File: src/rtl/uart_param.sv
// Parametrised full-duplex UART: TX sends switch_i on a send_i rising edge,
// RX oversamples rx_i and reports each frame on led_o with error flags.
module uart_param #(
  parameter int unsigned CLK_HZ     = 40000000,
  parameter int unsigned BAUD       = 115200,
  parameter int unsigned OVERSAMPLE = 16,
  parameter int unsigned DATA_W     = 8,
  parameter int unsigned PARITY     = 0,
  parameter int unsigned STOP_BITS  = 1
) (
  input  logic              clk_i,
  input  logic              rst_i,
  input  logic              rx_i,
  output logic              tx_o,
  input  logic [DATA_W-1:0] switch_i,
  input  logic              send_i,
  output logic [DATA_W-1:0] led_o,
  output logic              tx_busy_o,
  output logic              rx_valid_o,
  output logic              parity_err_o,
  output logic              frame_err_o
);

  localparam int unsigned DIV      = (CLK_HZ + BAUD * OVERSAMPLE / 2) / (BAUD * OVERSAMPLE);
  localparam int unsigned BIT_CYC  = DIV * OVERSAMPLE;
  localparam int unsigned TX_CNT_W = $clog2(STOP_BITS * BIT_CYC + 1);
  localparam int unsigned DIV_W    = $clog2(DIV + 1);
  localparam int unsigned TICK_W   = $clog2(OVERSAMPLE + 1);
  localparam int unsigned IDX_W    = $clog2(DATA_W + 1);
  localparam logic        PAR_EN   = (PARITY != 0);
  localparam logic        PAR_ODD  = (PARITY == 1);

  typedef enum logic [2:0] {TX_IDLE, TX_START, TX_DATA, TX_PAR, TX_STOP} tx_state_e;
  typedef enum logic [2:0] {RX_IDLE, RX_START, RX_DATA, RX_PAR, RX_STOP} rx_state_e;

  // ---------------- synchronisers and edge detectors ----------------
  logic send_s1_q, send_s1_d, send_s2_q, send_s2_d, send_prev_q, send_prev_d;
  logic send_rise_q, send_rise_d;
  logic rx_s1_q, rx_s1_d, rx_s2_q, rx_s2_d, rx_prev_q, rx_prev_d;
  logic rx_fall_c;

  // Synchroniser flops reset high so no spurious edge appears after reset
  always_ff @(posedge clk_i or posedge rst_i) begin
    if (rst_i) begin
      send_s1_q   <= 1'b1;
      send_s2_q   <= 1'b1;
      send_prev_q <= 1'b1;
      send_rise_q <= 1'b0;
      rx_s1_q     <= 1'b1;
      rx_s2_q     <= 1'b1;
      rx_prev_q   <= 1'b1;
    end else begin
      send_s1_q   <= send_s1_d;
      send_s2_q   <= send_s2_d;
      send_prev_q <= send_prev_d;
      send_rise_q <= send_rise_d;
      rx_s1_q     <= rx_s1_d;
      rx_s2_q     <= rx_s2_d;
      rx_prev_q   <= rx_prev_d;
    end
  end

  // Two-flop synchronisers; send edge is registered, rx falling edge is combinational
  always_comb begin
    send_s1_d   = send_i;
    send_s2_d   = send_s1_q;
    send_prev_d = send_s2_q;
    send_rise_d = send_s2_q & ~send_prev_q;
    rx_s1_d     = rx_i;
    rx_s2_d     = rx_s1_q;
    rx_prev_d   = rx_s2_q;
    rx_fall_c   = rx_prev_q & ~rx_s2_q;
  end

  // ---------------- transmitter ----------------
  tx_state_e           tx_state_q, tx_state_d;
  logic [TX_CNT_W-1:0] tx_cnt_q, tx_cnt_d;
  logic [DATA_W-1:0]   tx_shift_q, tx_shift_d;
  logic [IDX_W-1:0]    tx_idx_q, tx_idx_d;
  logic                tx_par_q, tx_par_d;
  logic                tx_q, tx_d;
  logic                tx_busy_q, tx_busy_d;
  logic                tx_bit_end_c, tx_stop_end_c;

  // TX state register
  always_ff @(posedge clk_i or posedge rst_i) begin
    if (rst_i) begin
      tx_state_q <= TX_IDLE;
      tx_cnt_q   <= '0;
      tx_shift_q <= '0;
      tx_idx_q   <= '0;
      tx_par_q   <= 1'b0;
      tx_q       <= 1'b1;
      tx_busy_q  <= 1'b0;
    end else begin
      tx_state_q <= tx_state_d;
      tx_cnt_q   <= tx_cnt_d;
      tx_shift_q <= tx_shift_d;
      tx_idx_q   <= tx_idx_d;
      tx_par_q   <= tx_par_d;
      tx_q       <= tx_d;
      tx_busy_q  <= tx_busy_d;
    end
  end

  // TX next state: line level is registered and changes on state entry
  always_comb begin
    tx_state_d    = tx_state_q;
    tx_cnt_d      = tx_cnt_q + TX_CNT_W'(1);
    tx_shift_d    = tx_shift_q;
    tx_idx_d      = tx_idx_q;
    tx_par_d      = tx_par_q;
    tx_d          = tx_q;
    tx_busy_d     = tx_busy_q;
    tx_bit_end_c  = (tx_cnt_q == TX_CNT_W'(BIT_CYC - 1));
    tx_stop_end_c = (tx_cnt_q == TX_CNT_W'(STOP_BITS * BIT_CYC - 1));
    case (tx_state_q)
      TX_IDLE: begin
        tx_cnt_d = '0;
        if (send_rise_q) begin
          tx_shift_d = switch_i;
          tx_par_d   = (^switch_i) ^ PAR_ODD;
          tx_busy_d  = 1'b1;
          tx_d       = 1'b0;
          tx_state_d = TX_START;
        end
      end
      TX_START: begin
        if (tx_bit_end_c) begin
          tx_cnt_d   = '0;
          tx_idx_d   = '0;
          tx_d       = tx_shift_q[0];
          tx_state_d = TX_DATA;
        end
      end
      TX_DATA: begin
        if (tx_bit_end_c) begin
          tx_cnt_d = '0;
          if (tx_idx_q == IDX_W'(DATA_W - 1)) begin
            if (PAR_EN) begin
              tx_d       = tx_par_q;
              tx_state_d = TX_PAR;
            end else begin
              tx_d       = 1'b1;
              tx_state_d = TX_STOP;
            end
          end else begin
            tx_idx_d   = tx_idx_q + IDX_W'(1);
            tx_shift_d = tx_shift_q >> 1;
            tx_d       = tx_shift_q[1];
          end
        end
      end
      TX_PAR: begin
        if (tx_bit_end_c) begin
          tx_cnt_d   = '0;
          tx_d       = 1'b1;
          tx_state_d = TX_STOP;
        end
      end
      TX_STOP: begin
        if (tx_stop_end_c) begin
          tx_cnt_d   = '0;
          tx_busy_d  = 1'b0;
          tx_state_d = TX_IDLE;
        end
      end
      default: begin
        tx_cnt_d   = '0;
        tx_d       = 1'b1;
        tx_busy_d  = 1'b0;
        tx_state_d = TX_IDLE;
      end
    endcase
  end

  // ---------------- receiver ----------------
  rx_state_e         rx_state_q, rx_state_d;
  logic [DIV_W-1:0]  div_q, div_d;
  logic [TICK_W-1:0] tick_q, tick_d;
  logic [IDX_W-1:0]  rx_idx_q, rx_idx_d;
  logic [DATA_W-1:0] rx_shift_q, rx_shift_d;
  logic              rx_par_q, rx_par_d;
  logic [DATA_W-1:0] led_q, led_d;
  logic              rx_valid_q, rx_valid_d;
  logic              perr_q, perr_d;
  logic              ferr_q, ferr_d;
  logic              tick_c, half_c, full_c;

  // RX state register
  always_ff @(posedge clk_i or posedge rst_i) begin
    if (rst_i) begin
      rx_state_q <= RX_IDLE;
      div_q      <= '0;
      tick_q     <= '0;
      rx_idx_q   <= '0;
      rx_shift_q <= '0;
      rx_par_q   <= 1'b0;
      led_q      <= '0;
      rx_valid_q <= 1'b0;
      perr_q     <= 1'b0;
      ferr_q     <= 1'b0;
    end else begin
      rx_state_q <= rx_state_d;
      div_q      <= div_d;
      tick_q     <= tick_d;
      rx_idx_q   <= rx_idx_d;
      rx_shift_q <= rx_shift_d;
      rx_par_q   <= rx_par_d;
      led_q      <= led_d;
      rx_valid_q <= rx_valid_d;
      perr_q     <= perr_d;
      ferr_q     <= ferr_d;
    end
  end

  // RX next state: tick divider runs only while a frame is in progress
  always_comb begin
    rx_state_d = rx_state_q;
    div_d      = div_q;
    tick_d     = tick_q;
    rx_idx_d   = rx_idx_q;
    rx_shift_d = rx_shift_q;
    rx_par_d   = rx_par_q;
    led_d      = led_q;
    rx_valid_d = 1'b0;
    perr_d     = perr_q;
    ferr_d     = ferr_q;
    tick_c     = (div_q == DIV_W'(DIV - 1));
    half_c     = tick_c && (tick_q == TICK_W'(OVERSAMPLE / 2 - 1));
    full_c     = tick_c && (tick_q == TICK_W'(OVERSAMPLE - 1));
    if (rx_state_q != RX_IDLE) begin
      div_d = tick_c ? '0 : div_q + DIV_W'(1);
      if (tick_c) tick_d = tick_q + TICK_W'(1);
    end
    case (rx_state_q)
      RX_IDLE: begin
        div_d  = '0;
        tick_d = '0;
        if (rx_fall_c) rx_state_d = RX_START;
      end
      RX_START: begin
        if (half_c) begin
          tick_d     = '0;
          rx_idx_d   = '0;
          rx_state_d = rx_s2_q ? RX_IDLE : RX_DATA;
        end
      end
      RX_DATA: begin
        if (full_c) begin
          tick_d     = '0;
          rx_shift_d = {rx_s2_q, rx_shift_q[DATA_W-1:1]};
          if (rx_idx_q == IDX_W'(DATA_W - 1)) begin
            rx_state_d = PAR_EN ? RX_PAR : RX_STOP;
          end else begin
            rx_idx_d = rx_idx_q + IDX_W'(1);
          end
        end
      end
      RX_PAR: begin
        if (full_c) begin
          tick_d     = '0;
          rx_par_d   = rx_s2_q;
          rx_state_d = RX_STOP;
        end
      end
      RX_STOP: begin
        if (full_c) begin
          tick_d     = '0;
          led_d      = rx_shift_q;
          ferr_d     = ~rx_s2_q;
          perr_d     = PAR_EN ? (rx_par_q ^ (^rx_shift_q) ^ PAR_ODD) : 1'b0;
          rx_valid_d = 1'b1;
          rx_state_d = RX_IDLE;
        end
      end
      default: rx_state_d = RX_IDLE;
    endcase
  end

  assign tx_o         = tx_q;
  assign tx_busy_o    = tx_busy_q;
  assign led_o        = led_q;
  assign rx_valid_o   = rx_valid_q;
  assign parity_err_o = perr_q;
  assign frame_err_o  = ferr_q;

endmodule

File: config.mk
export PLATFORM = sky130hd
export DESIGN_NAME = uart_param
export DESIGN_NICKNAME = d
export VERILOG_FILES = /design/src/rtl/uart_param.sv
export SDC_FILE = /design/constraint.sdc
export NUM_CORES = 1
export LEC_CHECK = 0
export ABC_AREA = 1
export BUFFER_PORTS_ARGS = -buffer_cell sky130_fd_sc_hd__buf_2
export CORE_MARGIN = 5
export CORE_UTILIZATION = 48
export DETAILED_ROUTE_END_ITERATION = 8
export GPL_TIMING_DRIVEN = 1
export PLACE_DENSITY = 0.64
export SYNTH_ARGS = -nofsm -noshare
export SYNTH_HDL_FRONTEND = slang
export SYNTH_SLANG_ARGS = --single-unit
File: constraint.sdc
create_clock -name clk_i -period 3 [get_ports clk_i]
set_input_delay 0.6 -clock clk_i [delete_from_list [all_inputs] [get_ports clk_i]]
set_output_delay 0.6 -clock clk_i [all_outputs]
set_load 0.02 [all_outputs]
* After elaboration in Yosys (flattened, before gate mapping)
Index checks and enable logic that the tools add are counted.
** Cells by class
- Add/subtract/negate cells :: 5
- Eq/ne operators :: 28
- Muxes and demuxes :: 48
- Bitwise operators :: 6
- Reductions and logical operators :: 21
** Operators by type and width (count)
- 3-bit 2-to-1 mux :: 12
- 5-bit 2-to-1 mux :: 7
- 3-bit one-hot mux with 5 select lines :: 2
- 2-bit != test, second input constant :: 14
- 4-bit 2-to-1 mux :: 6
- 8-bit 2-to-1 mux :: 3
- 9-bit 2-to-1 mux :: 2
- 4-bit one-hot mux with 2 select lines :: 2
- 8-bit one-hot mux with 2 select lines :: 1
- 5-bit one-hot mux with 3 select lines :: 1
- 3-bit by 2-bit equality test with 1-bit output, second input constant :: 4
- 4-bit AND reduction :: 3
- 6-bit AND reduction :: 2
- 5-bit by 1-bit adder with 5-bit output, second input constant :: 2
- 9-bit by 1-bit adder with 9-bit output, second input constant :: 1
- 9-bit equality test, second input constant :: 1
- 1-bit 2-to-1 mux :: 9
- 4-bit by 1-bit adder with 4-bit output, second input constant :: 2
- 4-bit by 3-bit equality test with 1-bit output, second input constant :: 2
- 2-bit nonzero test :: 4
- 3-bit by 1-bit equality test with 1-bit output, second input constant :: 2
- 3-bit equality test, second input constant :: 2
- 3-bit logical NOT :: 2
- 3-bit OR reduction :: 2
- 14 further kinds :: 20
** Word-level totals
- Bits in registers :: 68
- Bits of input ports :: 12
- Output and inout port bits :: 13
- Logic and storage cells :: 129

* Depth between registers and ports, before layout
- Depth after elaboration :: 5
- Mapped depth :: 11
- Mapped depth without buffers :: 10

* Least setup slack after synthesis
OpenSTA, ideal clock, no wires.
- Path kind :: flip-flop to flip-flop
- From :: reg tick_q[0]
- To :: reg ferr_q, in the netlist frame_err_o
- Library setup time :: 117 ps
- Data arrival time :: 1404 ps
- Required time :: 2883 ps
- Path slack :: 1479 ps
- Cell stages (with the launch flop) :: 11
- Path buffers :: 1
- Period minus slack after synthesis :: 1521 ps
- Cell sequence :: dfrtp_1 -> ha_1 -> nand2_1 -> nor2_1 -> ha_1 -> nand2_4 -> nor2_4 -> inv_2 -> buf_6 -> nand2_2 -> o21ai_2
** Between the ends
- Word-level cells in the longest chain between the ends :: 3
** RTL lines
- start, declared :: RTL line 180 : logic [TICK_W-1:0] tick_q, tick_d;
- start signal, assigned :: RTL line 206 : tick_q <= tick_d;
- 5-bit by 4-bit equality test with 1-bit output :: RTL line 231 : full_c = tick_c && (tick_q == TICK_W'(OVERSAMPLE - 1));
- 1-bit logical AND :: RTL line 231
- 2-bit AND reduction (no source line)
- end signal, assigned :: RTL line 213 : ferr_q <= ferr_d;
- end, declared :: RTL line 187 : logic ferr_q, ferr_d;
Every way passes these cells.
A chain may end at the register's enable or synchronous reset.

* Worst setup path after layout
- From :: reg tick_q[0]
- To :: reg led_q[2], in the netlist led_o[2]
** Between the ends
- Word-level cells in the longest chain between the ends :: 3
** RTL lines
- 5-bit by 4-bit equality test with 1-bit output :: RTL line 231
- 1-bit logical AND :: RTL line 231
- 2-bit AND reduction (no source line)
- end signal, assigned :: RTL line 210 : led_q <= led_d;
- end, declared :: RTL line 184 : logic [DATA_W-1:0] led_q, led_d;
Every way passes these cells.

==> flow_results.org <==
** Pwr
- Leakage power :: 1.887 nW
- The design draws 2.607 mW.
- Sequential Power Share :: 44.7%
- Peak ir drop on the vdd network :: 355.2 µV
- Cell internal power was estimated by the tool at 1.761 mW.
- The clock network burns 31.4% of the power.
- Of the total power, combinational logic draws 23.9%.
- In this run the power density over the cells is 691.4 nW/µm².
- Switching share of power :: 32.47%
- Summed over all nets, the switching power comes to 846.6 µW.

** Clock tree
- Worst-Skew Late Latency :: 0.34 ns
- The H-tree was split into 3 levels.
- CTS sink count :: 68
- Clock transition at the registers of the reported paths :: 0.07 ns
- TritonCTS built the clock tree.
- TritonCTS created 9 clock buffers.
- The tree is rooted in a sky130_fd_sc_hd__clkbuf_8.
- In this run, post-CTS repair resized a total of 0 instances.
- CTS Hold Bufs :: 0
- Maximum clock insertion buffer count :: 2
- Post-CTS timing repair inserted 0 buffers for setup.

** Final layout
- Leaving out fill and tap cells, the most frequent cell in the layout is sky130_fd_sc_hd__nand2_1.
- The finished cells cover 3771 µm².
- The post-route netlist has 22.12% of its cells at a drive strength greater than 1.
- The number of antenna diodes in the final layout is 0.
- Relative to the synthesized area, the layout overhead comes to 12.72%.
- The top cell types in the final layout, fill and taps aside, are sky130_fd_sc_hd__nand2_1, sky130_fd_sc_hd__dfrtp_1, sky130_fd_sc_hd__inv_1, sky130_fd_sc_hd__nor2_1, sky130_fd_sc_hd__buf_2.
- Number of nets in the layout :: 430

** Synthesis
- Dominant cell type by area after synthesis :: sky130_fd_sc_hd__dfrtp_1
- Of all flip-flops after synthesis, the portion carrying an async set or reset was 100.0%.
- Net count after synthesis :: 400
- In this run, synthesis produced a sequential element count of 68.
- During synthesis, Yosys emitted a total of 0 warnings.
- In this run, synthesis inferred 0 flip-flops with an integrated enable.
- Post-synthesis instance total :: 381
- Area of the mapped netlist :: 3346 µm²
- Top cells by area in the synthesized netlist :: sky130_fd_sc_hd__dfrtp_1, sky130_fd_sc_hd__nand2_1, sky130_fd_sc_hd__dfstp_2, sky130_fd_sc_hd__inv_1, sky130_fd_sc_hd__nor2_1
- In this run the mean area of a mapped cell was 8.781 µm².
- The number of different library cells used by synthesis comes to 37.
- Part of the Yosys area used for sequential elements :: 51.12%
- The share of synthesized area in the top cell type comes to 45.62%.
- For this run, the leading register cell type out of synthesis is sky130_fd_sc_hd__dfrtp_1.

** Floorplan
- Number of top-level design ports :: 25
- The die covers 8739 µm².
- Number of standard-cell rows in the floorplan :: 30
- After floorplanning, the core was sized to cover 6794 µm².
- Measured along the x axis, the die boundary spans 93.49 µm.
- The die is 93.49 µm tall.
- The initial utilization of the core area, before any placement, comes to 49.24%.

** Global route
- The number of antenna violations at the first check in global routing is 0.
- Across every metal layer, demand over resource in global routing totals 14.95%.
- Entering global routing, the biggest net connects 50 pins.
- For this run, global-route usage on met1 was measured as 18.78%.
- In the global route stage, met3 resource usage came out at 4.505%.
- The first global-routing pass estimated 10250 µm of wire.
- The layer flagged by global routing as most heavily used is met2.
- Congestion Overflow GR :: 0
- For this run, global-route usage on met2 was measured as 23.76%.
- Number of global-route vias before repair :: 2339

** Detailed routing
- The first detailed-routing pass took 4 iterations.
- After detailed routing, the average wire length per cell comes to 10.92 µm.
- The final layout contains routed wiring with a total length of 5592 µm.
- Antenna violation net count after detailed routing :: 0
- The detailed router finished its first iteration with 69 violations.
- DRC :: 0
- After detailed routing, the number of vias per cell comes to 4.691.
- Detailed-route via count :: 2402

** STA
- Setup-failing EPs final :: 0
- Fmax :: 0.5967 GHz
- Clock period minus worst slack :: 1.676 ns
- Clock skew on the completed layout was measured at 0.007865 ns.
- Least setup slack across all paths after layout :: 1.324 ns
- Final hold violation count :: 0
- The count of pins over their slew limit was 0.
- Hold slack :: 0.2599 ns
- Final setup TNS :: 0 ns
- Setup repair after global routing left no endpoint under its margin.
- Post-route clock period utilization :: 55.87%

** Run status
- Outcome :: complete, no violations

** Critical path
- Critical Path, Cell by Cell :: ha_1, nand2_1, nor2_1, ha_1, nand2_4, nor2_4, inv_2, nand2_1, o21ai_2
- Startpoint of the most critical register-to-register path :: tick_q[0]$_DFF_PP0_
- Measured in cells, the most critical reg-to-reg path has a length of 9.
- On the worst path, the slowest cell contributes a delay of 0.40 ns.
- The slowest stage of the critical path is the sky130_fd_sc_hd__dfrtp_1 cell.
- Data arrives at the worst endpoint at 1.94 ns.
- Critical path buffer and inverter count :: 1
- Setup slack on the worst flop-to-flop path :: 1.32 ns
- Maximum fanout count along the critical path :: 17
- Crit-path leading delay family :: adder cells
- Data on the critical path is required at its endpoint by 3.27 ns.
- STA classifies the critical path startpoint as a flip-flop.
- The setup path with the least slack is of type reg -> reg.
- The endpoint identified for the worst register-to-register timing path is led_o[2]$_DFFE_PP0P_.
- Critical Path Sink Type :: flip-flop

** Placed design
- Once placement finished, the instance area stood at 3555 µm².
- Placed wire-length estimate after detailed placement :: 4105 µm
- Routability-driven placement finished with a final weighted congestion of 0.8395.
- At the placement stage, the worst setup path has a slack of 1.320 ns.
- Number of buffers inserted by port buffering :: 23

** Flow run
- Maximum Capacitance Violations :: 0

** Hold path
- Kind of path behind the tightest hold check :: in -> async
state kept, by name, indices dropped and copies added (netlist names), 3 cells and up:
register,count
div_q,5
tx_state_q,3
tx_shift_q,8
tx_idx_q,4
rx_state_q,3
led_o,8
rx_shift_q,8
tx_cnt_q,9
rx_idx_q,4
tick_q,5
cells in the mapped netlist (2+ instances only):
master / n
sky130_fd_sc_hd__inv_2: 4
sky130_fd_sc_hd__nand3_1: 19
sky130_fd_sc_hd__nand2_4: 3
sky130_fd_sc_hd__xor2_1: 6
sky130_fd_sc_hd__nand4_1: 3
sky130_fd_sc_hd__nand3_2: 2
sky130_fd_sc_hd__dfrtp_1: 61
sky130_fd_sc_hd__nor2_1: 27
sky130_fd_sc_hd__ha_1: 7
sky130_fd_sc_hd__o21ai_0: 19
sky130_fd_sc_hd__nand2_2: 8
sky130_fd_sc_hd__or2_2: 2
sky130_fd_sc_hd__a21oi_1: 6
sky130_fd_sc_hd__o21ai_2: 10
sky130_fd_sc_hd__nor3b_1: 3
sky130_fd_sc_hd__nand2_1: 102
sky130_fd_sc_hd__o21ai_1: 12
sky130_fd_sc_hd__nor3_1: 4
sky130_fd_sc_hd__nor2_4: 4
sky130_fd_sc_hd__xnor2_1: 2
sky130_fd_sc_hd__dfstp_2: 7
sky130_fd_sc_hd__nand3_4: 2
sky130_fd_sc_hd__nor2_2: 4
sky130_fd_sc_hd__inv_1: 49
sky130_fd_sc_hd__buf_6: 3
logic make-up (layout without fill, tap and decap cells):
| family | after synthesis | in the layout | share of synthesized area, % |
|---|---|---|---|
| multiplexers | 1 | 1 | 0.2992 |
| AO/OA/AOI/OAI | 50 | 50 | 9.013 |
| flip-flops | 68 | 68 | 51.12 |
| other | 1 | 1 | 0.1121 |
| XOR/XNOR | 8 | 8 | 2.094 |
| adder cells (fa/ha/maj) | 7 | 7 | 2.618 |
| AND/OR/NAND/NOR | 187 | 187 | 27.23 |
| buffers and inverters | 59 | 94 | 7.517 |
layout make-up:
type	count	area [µm²]
clock buffer	11	141.4
clock inverter	5	75.07
fill	640	3023
inverter	54	205.2
multi-input combinational	254	1384
sequential	68	1710
tap	96	120.1
timing repair buffer	24	135.1
metal layers:
metal,wire length [µm],up-vias,share of wire [%]
li1,-,1255,-
met1,2655,1104,47
met5,0,-,0
met4,119,0,2.1
met3,208,12,3.7
met2,2609,31,47
worst max path at each step:
stage | startpoint | end | slack [ns] | cells past startpoint
global route | tick_q[0]$_DFF_PP0_ | led_o[7]$_DFFE_PP0P_ | 1.14 | 9
floorplan | rst_i | div_q[0]$_DFF_PP0_ | 0.70 | 1
finish | tick_q[0]$_DFF_PP0_ | led_o[2]$_DFFE_PP0P_ | 1.32 | 9
CTS | tick_q[0]$_DFF_PP0_ | led_o[2]$_DFFE_PP0P_ | 1.30 | 9
global placement | tick_q[0]$_DFF_PP0_ | led_o[4]$_DFFE_PP0P_ | 1.37 | 9
detailed placement | tick_q[0]$_DFF_PP0_ | led_o[2]$_DFFE_PP0P_ | 1.32 | 9
stage by stage:
step	util [%]	std cells
after floorplan	-	381
after global placement	52.32	496
after detailed placement	52.32	496
after CTS	55.51	512
after global routing	55.51	512
final	55.51	512
power by group through the flow:
stage / clock [mW] / combinational, mW / sequential (mW)
after global placement: 0 / 0.628 / 1.18
after floorplan: 0 / 0.500 / 1.18
after global routing: 0.891 / 0.736 / 1.18
final: 0.819 / 0.624 / 1.16
after detailed placement: 0 / 0.636 / 1.18
after CTS: 0.853 / 0.638 / 1.17
Power figures use the tool's default switching activity.
